[src/rtl/mmu_seq_ctrl.sv]
// mmu_seq_ctrl -- job sequencer for the weight-stationary systolic MMU.
//
// A job loads SIZE weight rows into the array (mmu_control=1), streams
// num_vec input vectors with per-lane diagonal skew (mmu_control=0), then
// flags the cycles on which the MMU acc_out carries results.
//
// Ports:
//   i_clk, i_rst           clock (rising edge), asynchronous active-high reset
//   i_start, i_num_vec     job request and vector count (sampled in IDLE)
//   i_wt_reuse             skip the weight load if weights are already resident
//                          (present only when MMU_SEQ_WT_REUSE_EN is defined)
//   o_busy, o_done         job in progress, one-cycle completion pulse
//   o_wt_rd_*, i_wt_rd_data  weight-buffer read port (1-cycle latency)
//   o_in_rd_*, i_in_rd_data  input-buffer read port (1-cycle latency)
//   o_mmu_control, o_mmu_wt_arr, o_mmu_data_arr   MMU drive
//   o_out_valid, o_out_idx   result-valid flag and owning vector index
//
// Configuration macro: MMU_SEQ_WT_REUSE_EN (weight-reuse option).

module mmu_seq_ctrl #(
   parameter int SIZE      = 4,
   parameter int BIT_WIDTH = 8,
   parameter int ARR_WIDTH = SIZE*BIT_WIDTH,
   parameter int VEC_W     = 8,
   parameter int OUT_LAT   = 2*SIZE
) (
   input  logic                     i_clk,
   input  logic                     i_rst,
   input  logic                     i_start,
   input  logic [VEC_W-1:0]         i_num_vec,
`ifdef MMU_SEQ_WT_REUSE_EN
   input  logic                     i_wt_reuse,
`endif
   output logic                     o_busy,
   output logic                     o_done,
   output logic                     o_wt_rd_en,
   output logic [$clog2(SIZE)-1:0]  o_wt_rd_addr,
   input  logic [ARR_WIDTH-1:0]     i_wt_rd_data,
   output logic                     o_in_rd_en,
   output logic [VEC_W-1:0]         o_in_rd_addr,
   input  logic [ARR_WIDTH-1:0]     i_in_rd_data,
   output logic                     o_mmu_control,
   output logic [ARR_WIDTH-1:0]     o_mmu_wt_arr,
   output logic [ARR_WIDTH-1:0]     o_mmu_data_arr,
   output logic                     o_out_valid,
   output logic [VEC_W-1:0]         o_out_idx
);

   localparam int AW = $clog2(SIZE);
   // Counter covers the longest job: OUT_LAT + (2^VEC_W-1) + 1 cycles of FEED/DRAIN.
   localparam int CW = VEC_W + $clog2(OUT_LAT + SIZE) + 1;
   localparam logic [CW-1:0] C_LAST_ROW = CW'(SIZE-1);
   localparam logic [CW-1:0] C_FLUSH    = CW'(SIZE-1);
   localparam logic [CW-1:0] C_LAT      = CW'(OUT_LAT);

   typedef enum logic [1:0] {S_IDLE, S_LOAD_WT, S_FEED, S_DRAIN} state_t;

   state_t           r_state, w_state_nxt;
   logic [CW-1:0]    r_cnt, w_cnt_nxt, w_cnt_inc, w_nv_ext;
   logic [VEC_W-1:0] r_num_vec, w_num_vec_nxt;
   logic             r_busy, w_busy_nxt;
   logic             r_done, w_done_nxt;
   logic             r_wt_rd_en, w_wt_rd_en_nxt;
   logic [AW-1:0]    r_wt_rd_addr, w_wt_rd_addr_nxt;
   logic             r_in_rd_en, w_in_rd_en_nxt;
   logic [VEC_W-1:0] r_in_rd_addr, w_in_rd_addr_nxt;
   logic             r_out_valid, w_out_valid_nxt;
   logic [VEC_W-1:0] r_out_idx, w_out_idx_nxt;
   logic             r_wt_beat;   // buffer data of a weight read is on i_wt_rd_data
   logic             r_in_vld;    // buffer data of a vector read is on i_in_rd_data
   logic             w_skip_load;

`ifdef MMU_SEQ_WT_REUSE_EN
   logic r_wt_loaded, w_wt_loaded_nxt;
   assign w_skip_load = i_wt_reuse && r_wt_loaded;
`else
   assign w_skip_load = 1'b0;
`endif

   assign w_cnt_inc = r_cnt + CW'(1);
   assign w_nv_ext  = CW'(r_num_vec);

   // FEED/DRAIN share one counter: count k is cycle F0-1+k, so read k+1 is
   // issued for the next cycle and result v lands at count OUT_LAT+1+v.
   always_comb begin
      w_state_nxt      = r_state;
      w_cnt_nxt        = w_cnt_inc;
      w_num_vec_nxt    = r_num_vec;
      w_busy_nxt       = r_busy;
      w_done_nxt       = 1'b0;
      w_wt_rd_en_nxt   = 1'b0;
      w_wt_rd_addr_nxt = '0;
      w_in_rd_en_nxt   = 1'b0;
      w_in_rd_addr_nxt = '0;
      w_out_valid_nxt  = 1'b0;
      w_out_idx_nxt    = '0;
`ifdef MMU_SEQ_WT_REUSE_EN
      w_wt_loaded_nxt  = r_wt_loaded;
`endif
      case (r_state)
         S_IDLE: begin
            w_cnt_nxt  = '0;
            w_busy_nxt = 1'b0;
            if (i_start && (i_num_vec != '0)) begin
               w_num_vec_nxt = i_num_vec;
               w_busy_nxt    = 1'b1;
               if (w_skip_load) begin
                  w_state_nxt    = S_FEED;
                  w_in_rd_en_nxt = 1'b1;
               end else begin
                  w_state_nxt    = S_LOAD_WT;
                  w_wt_rd_en_nxt = 1'b1;
               end
            end
         end
         S_LOAD_WT: begin
            if (r_cnt == C_LAST_ROW) begin
               w_state_nxt    = S_FEED;
               w_cnt_nxt      = '0;
               w_in_rd_en_nxt = 1'b1;
`ifdef MMU_SEQ_WT_REUSE_EN
               w_wt_loaded_nxt = 1'b1;
`endif
            end else begin
               w_wt_rd_en_nxt   = 1'b1;
               w_wt_rd_addr_nxt = AW'(w_cnt_inc);
            end
         end
         S_FEED, S_DRAIN: begin
            if (r_done) begin
               w_state_nxt = S_IDLE;
               w_busy_nxt  = 1'b0;
               w_cnt_nxt   = '0;
            end else begin
               w_in_rd_en_nxt   = (w_cnt_inc < w_nv_ext);
               w_in_rd_addr_nxt = w_in_rd_en_nxt ? VEC_W'(w_cnt_inc) : '0;
               w_out_valid_nxt  = (r_cnt >= C_LAT) && (r_cnt < C_LAT + w_nv_ext);
               w_out_idx_nxt    = w_out_valid_nxt ? VEC_W'(r_cnt - C_LAT) : '0;
               w_done_nxt       = (r_cnt == C_LAT + w_nv_ext);
               // Feed window is num_vec+SIZE-1 cycles starting at F0.
               if ((r_state == S_FEED) && (r_cnt == w_nv_ext + C_FLUSH))
                  w_state_nxt = S_DRAIN;
            end
         end
         default: begin
            w_state_nxt = S_IDLE;
            w_busy_nxt  = 1'b0;
            w_cnt_nxt   = '0;
         end
      endcase
   end

   always_ff @(posedge i_clk or posedge i_rst) begin
      if (i_rst) begin
         r_state      <= S_IDLE;
         r_cnt        <= '0;
         r_num_vec    <= '0;
         r_busy       <= 1'b0;
         r_done       <= 1'b0;
         r_wt_rd_en   <= 1'b0;
         r_wt_rd_addr <= '0;
         r_in_rd_en   <= 1'b0;
         r_in_rd_addr <= '0;
         r_out_valid  <= 1'b0;
         r_out_idx    <= '0;
         r_wt_beat    <= 1'b0;
         r_in_vld     <= 1'b0;
`ifdef MMU_SEQ_WT_REUSE_EN
         r_wt_loaded  <= 1'b0;
`endif
      end else begin
         r_state      <= w_state_nxt;
         r_cnt        <= w_cnt_nxt;
         r_num_vec    <= w_num_vec_nxt;
         r_busy       <= w_busy_nxt;
         r_done       <= w_done_nxt;
         r_wt_rd_en   <= w_wt_rd_en_nxt;
         r_wt_rd_addr <= w_wt_rd_addr_nxt;
         r_in_rd_en   <= w_in_rd_en_nxt;
         r_in_rd_addr <= w_in_rd_addr_nxt;
         r_out_valid  <= w_out_valid_nxt;
         r_out_idx    <= w_out_idx_nxt;
         r_wt_beat    <= r_wt_rd_en;
         r_in_vld     <= r_in_rd_en;
`ifdef MMU_SEQ_WT_REUSE_EN
         r_wt_loaded  <= w_wt_loaded_nxt;
`endif
      end
   end

   // Buffer read data comes straight from the buffers' output registers;
   // it is only gated here so the MMU sees zeros outside valid beats.
   logic [SIZE-1:0][BIT_WIDTH-1:0] w_lane_in, w_lane_out;
   assign w_lane_in     = r_in_vld ? i_in_rd_data : '0;
   assign w_lane_out[0] = w_lane_in[0];

   // Lane j is delayed by j registers to form the diagonal wavefront.
   for (genvar j = 1; j < SIZE; j++) begin : g_skew
      logic [j-1:0][BIT_WIDTH-1:0] r_dly;
      always_ff @(posedge i_clk or posedge i_rst) begin
         if (i_rst) begin
            r_dly <= '0;
         end else begin
            r_dly[0] <= w_lane_in[j];
            for (int k = 1; k < j; k++) r_dly[k] <= r_dly[k-1];
         end
      end
      assign w_lane_out[j] = r_dly[j-1];
   end

   assign o_busy         = r_busy;
   assign o_done         = r_done;
   assign o_wt_rd_en     = r_wt_rd_en;
   assign o_wt_rd_addr   = r_wt_rd_addr;
   assign o_in_rd_en     = r_in_rd_en;
   assign o_in_rd_addr   = r_in_rd_addr;
   assign o_mmu_control  = r_wt_beat;
   assign o_mmu_wt_arr   = r_wt_beat ? i_wt_rd_data : '0;
   assign o_mmu_data_arr = w_lane_out;
   assign o_out_valid    = r_out_valid;
   assign o_out_idx      = r_out_idx;

endmodule

[config.mk]
export PLATFORM = sky130hd
export DESIGN_NAME = mmu_seq_ctrl
export DESIGN_NICKNAME = d
export VERILOG_FILES = /design/src/rtl/mmu_seq_ctrl.sv
export SDC_FILE = /design/constraint.sdc
export NUM_CORES = 1
export LEC_CHECK = 0
export CAP_MARGIN = 20
export CORE_MARGIN = 1.5
export CORE_UTILIZATION = 29
export DETAILED_ROUTE_END_ITERATION = 8
export MAX_ROUTING_LAYER = met4
export SLEW_MARGIN = 25
export SYNTH_ARGS = -nofsm -noshare
export SYNTH_HDL_FRONTEND = slang
export SYNTH_SLANG_ARGS = --single-unit
[constraint.sdc]
create_clock -name i_clk -period 2.66 [get_ports i_clk]
set_input_delay 0.266 -clock i_clk [delete_from_list [all_inputs] [get_ports i_clk]]
set_output_delay 0.266 -clock i_clk [all_outputs]
set_load 0.03 [all_outputs]
**Word-level counts from Yosys, hierarchy flattened**

Index checks and enable logic that the tools add are counted.

- Bitwise gates (word level): 0
- $lt $le $gt $ge: 3
- Eq/ne operators: 10
- Reductions and logical operators: 10
- Multiply operators: 0
- $add $sub $neg: 4
- Shift-type cells: 0
- Muxes and demuxes: 30
- Div/mod/pow operators: 0

Operators by type and width:

| cell | number |
|---|---|
| two-way mux 32 bit | 2 |
| two-way mux 8 bit | 6 |
| case mux 13 bit (3 select lines) | 1 |
| == test 13 x 9 -> 1 bit | 2 |
| two-way mux 13 bit | 2 |
| adder 13 x 1 -> 13 bit (second input constant) | 1 |
| == test 13 x 2 -> 1 bit (second input constant) | 1 |
| >= comparator 13 x 4 -> 1 bit (second input constant) | 1 |
| less-than comparator 13 x 8 -> 1 bit | 1 |
| less-than comparator 13 x 9 -> 1 bit | 1 |
| two-way mux 2 bit | 6 |
| adder 4 x 8 -> 9 bit (first input constant) | 1 |
| adder 8 x 2 -> 9 bit (second input constant) | 1 |
| two-way mux 1 bit | 9 |
| nonzero test 8 bit | 1 |
| subtractor 8 x 4 -> 8 bit (second input constant) | 1 |
| != test 2 bit (second input constant) | 3 |
| case mux 2 bit (3 select lines) | 1 |
| == test 2 bit (second input constant) | 2 |
| case mux 1 bit (2 select lines) | 2 |
| AND reduction 2 bit | 2 |
| logical AND 1 bit | 3 |
| != test 3 bit (second input constant) | 1 |
| case mux 1 bit (3 select lines) | 1 |
| other kinds (5) | 5 |

- RAM bits: 0
- Bits in latches: 0
- Memories kept: 0
- Bits of input ports: 75
- Bits in read-only memories: 0
- Register bits: 96
- Word-level logic and storage cells: 76
- Output and inout port bits: 88

**Longest topological paths before layout**

- Depth after elaboration: 6
- Gate-level depth with buffers: 11
- Gate-level depth less buffers: 11

**Worst setup path before layout**

No wires, ideal clock.

- Kind: register -> register
- Start: reg r_cnt[0]
- End: reg r_in_rd_addr[2], in the netlist o_in_rd_addr[2]
- Slack: 0.414 ns
- Period minus slack after synthesis: 2.246 ns
- Path buffers: 0
- Library setup time: 0.072 ns
- Data arrival time: 2.174 ns
- Cell stages (with the launch flop): 12
- Data required time: 2.588 ns
- Cell sequence: dfrtp_1 ha_1 nand4_1 nor2_1 xnor2_1 inv_1 ha_1 a211oi_1 nand2_1 o221ai_1 nand3_4 nor2_1

- Word-level cells in the longest chain between the ends: 5

Ends and longest elaborated chain:

| element | RTL line | text |
|---|---|---|
| start: declaration | 59 | `logic [CW-1:0] r_cnt, w_cnt_nxt, w_cnt_inc, w_nv_ext;` |
| start signal: assignment | 173 | `r_cnt <= w_cnt_nxt;` |
| adder 13 x 1 -> 13 bit (*) | 80 | `assign w_cnt_inc = r_cnt + CW'(1);` |
| less-than comparator 13 x 8 -> 1 bit | 135 | `w_in_rd_en_nxt = (w_cnt_inc < w_nv_ext);` |
| two-way mux 8 bit (*) | 136 | `w_in_rd_addr_nxt = w_in_rd_en_nxt ? VEC_W'(w_cnt_inc) : '0;` |
| two-way mux 8 bit (*) | 130 | `if (r_done) begin` |
| two-way mux 8 bit (*) | 100 | `case (r_state)` |
| named net w_in_rd_addr_nxt[2] | 66 | `logic [VEC_W-1:0] r_in_rd_addr, w_in_rd_addr_nxt;` |
| end signal: assignment | 180 | `r_in_rd_addr <= w_in_rd_addr_nxt;` |
| end: declaration | 66 |  |

The timed path passes the listed nets; every way through them passes the cells marked *.
A chain may end at the register's enable or synchronous reset.

**Final worst setup path**

- Start: reg r_cnt[2]
- End: reg r_in_rd_addr[4], in the netlist o_in_rd_addr[4]

Same word-level chain as after synthesis.

==> flow_summary.json <==
{
  "start_util": 0.2971,
  "clkSlewWorstSetupHoldPaths_ps": 70,
  "grt-ovfl-total": 0,
  "critPathRequiredTime_ps": 2930,
  "hpwlAfterDp_mm": 8.509,
  "ant_nets": 0,
  "die-area_um2": 16330,
  "vias": 3366,
  "final_util": 0.4327,
  "grtUsageMet1": 0.1609,
  "nets": 658,
  "grt_pass1_wl_mm": 17.64,
  "clock-sinks": 96,
  "clockBufferDepth": 2,
  "area_growth_pct": 45.62,
  "crit_path_start_kind": "flip-flop",
  "period_share": 0.8666,
  "synth-edff-count": 0,
  "drive_gt1_frac": 0.07965,
  "grt_antenna_before_repair": 0,
  "cp-end-kind": "flip-flop",
  "whs_ps": 331.5,
  "cts_root_buf": "clkbuf_16",
  "yosysUniqueCellTypes": 41,
  "io_buffers": 162,
  "synthCells": 412,
  "crit_family": "simple AND/OR/NAND/NOR gates",
  "p_per_area_nw_per_um2": 917.7,
  "wirelength_mm": 10.99,
  "die_w_um": 127.8,
  "grt_start_max_net_pins": 48,
  "htreeDepth": 3,
  "drc": 0,
  "leakage_nw": 2.991,
  "cts_setup_buffers": 0,
  "yosysWarnings": 0,
  "period_minus_slack_ps": 2305,
  "yosys_most_used_dff": "dfrtp_1",
  "num_io_pins": 163,
  "vdd_drop_max_v": 0.0003340,
  "grt_pass1_vias": 3479,
  "synthArstFlopShare": 1.000,
  "stdcell_area_um2": 6578,
  "status": "finished clean",
  "skew_ps": 6.650,
  "path_class": "reg -> reg",
  "crit_path_max_incr_delay_ps": 550,
  "drt-initial-drc-count": 134,
  "cp_cell_sequence": "nand4_2, xnor2_1, inv_1, ha_1, o21a_1, o221ai_2, nand3_4, nor2_1",
  "met3_usage": 0.02546,
  "grt_usage": 0.1433,
  "rows": 45,
  "seq_area_frac_synth": 0.5319,
  "tns_ps": 0,
  "slew_viol_final": 0,
  "dp_slack_ps": 307.7,
  "dieHeight_um": 127.8,
  "final_common_cell": "clkdlybuf4s50_1",
  "numCtsBuffers": 9,
  "hold_buffers": 0,
  "met2_usage": 0.2524,
  "min_path_type": "in -> async",
  "fmax_mhz": 433.8,
  "antennaDiodeCount": 0,
  "cp_data_arrival_time_ps": 2580,
  "top_usage_layer": "met2",
  "clock_latency_ps": 350,
  "synth_area_um2": 4517,
  "wl_per_cell_um": 14.59,
  "syn_nets": 510,
  "core_area_um2": 15200,
  "setup_violations": 0,
  "cts.repair.resized": 0,
  "syn_area_per_cell_um2": 10.96,
  "hold_viol": 0,
  "mostFrequentLayoutCells": "clkdlybuf4s50_1 (162), dfrtp_1 (96), and2_1 (65)",
  "firstDrtPassIters": 4,
  "gp_congestion": 0.9187,
  "relSlewSlack": 0.5615,
  "critPathSlowestCell": "dfrtp_1",
  "place_area_um2": 6246,
  "crit_fanout": 9,
  "tightestPinTransition_ps": 657.7,
  "rsz0062_at_grt": "false",
  "synth_seq_cells": 96,
  "setup_slack_ps": 354.7,
  "via_per_inst": 4.470,
  "crit_buf_inv": 1,
  "cap_viol_max_count": 0,
  "cts_tree": "built"
}
==> cell usage after synthesis, drive strengths merged, types with 3 or more instances <==
library cell | count | share of area
nand3 | 11 | 0.015
xnor2 | 21 | 0.041
and2 | 65 | 0.090
buf | 30 | 0.048
clkbuf | 9 | 0.0075
nor2b | 4 | 0.0055
nand2b | 3 | 0.0042
o21a | 3 | 0.0050
inv | 28 | 0.023
xor2 | 7 | 0.014
o211ai | 6 | 0.010
ha | 23 | 0.064
o21ai | 4 | 0.0044
nand4 | 8 | 0.016
mux2 | 8 | 0.020
nand2 | 9 | 0.0075
nor2 | 34 | 0.028
nor4 | 6 | 0.0083
a21oi | 6 | 0.0066
dfrtp | 96 | 0.53
nor3 | 10 | 0.011
==> through the flow <==
stage | cells | power, mW
4_1_cts | 753 | 6.120
5_1_grt | 753 | 6.404
3_3_place_gp | 737 | 4.676
2_1_floorplan | 412 | 3.717
6_report | 753 | 6.036
3_5_place_dp | 737 | 4.707
==> area by class of cell <==
type / instances / area [µm²]
inverters: 28 / 108.9
multi-input cells: 249 / 1767
clock inverters: 7 / 100.1
flip-flops and latches: 96 / 2402
clock buffers: 9 / 225.2
repair buffers: 176 / 1739
fillers: 1430 / 8625
well taps: 188 / 235.2
==> cells by family (layout without fill, tap and decap cells) <==
logic type,Yosys count,in the layout,synth area share
xor gates and xnor gates,28,28,0.05429
DFF,96,96,0.5319
adders and majority gates,23,23,0.06371
muxes,9,9,0.02216
buffers and inverters,67,220,0.07839
AOI/OAI and AO/OA,28,28,0.04543
and+or+nand+nor,161,161,0.2042
==> path summary, 6_finish.rpt <==
check                                         from            endpoint  slack (ps)  cells past startpoint
worst max-delay path                      r_cnt[2]     o_in_rd_addr[4]         350                      8
worst min register to register  g_skew[2].r_dly[6]  o_mmu_data_arr[22]         350                      0
worst min-delay path                         i_rst  g_skew[3].r_dly[8]         330                      2
max in group asynchronous                    i_rst         o_out_valid        1630                      3
worst max register to register            r_cnt[2]     o_in_rd_addr[4]         350                      8
min in group i_clk              g_skew[2].r_dly[6]  o_mmu_data_arr[22]         350                      0
==> report_power, final <==
group          internal [mW]  leakage [nW]  switching [mW]  total (mW)
Sequential              1.75          1.29           0.282        2.04
Clock                  0.760         0.158           0.609        1.37
Combinational           1.18          1.55            1.46        2.63
==> flip-flops by register name (all words and copies together), names as in the netlist <==
| register | flops |
|---|---|
| g_skew.r_dly | 32 |
| r_num_vec | 8 |
| o_mmu_control | 1 |
| o_busy | 1 |
| r_state | 2 |
| o_wt_rd_en | 1 |
| r_in_vld | 1 |
| o_mmu_data_arr | 16 |
| r_cnt | 13 |
| o_done | 1 |
| o_in_rd_addr | 8 |
| o_out_idx | 8 |
| o_in_rd_en | 1 |
| o_out_valid | 1 |
| o_wt_rd_addr | 2 |
==> routing by layer <==
| metal | wire, µm | vias up |
|---|---|---|
| met5 | 0 | - |
| met4 | 185 | 0 |
| met3 | 693 | 10 |
| met2 | 5722 | 110 |
| met1 | 4386 | 1626 |
| li1 | - | 1620 |
Power figures use the tool's default switching activity.
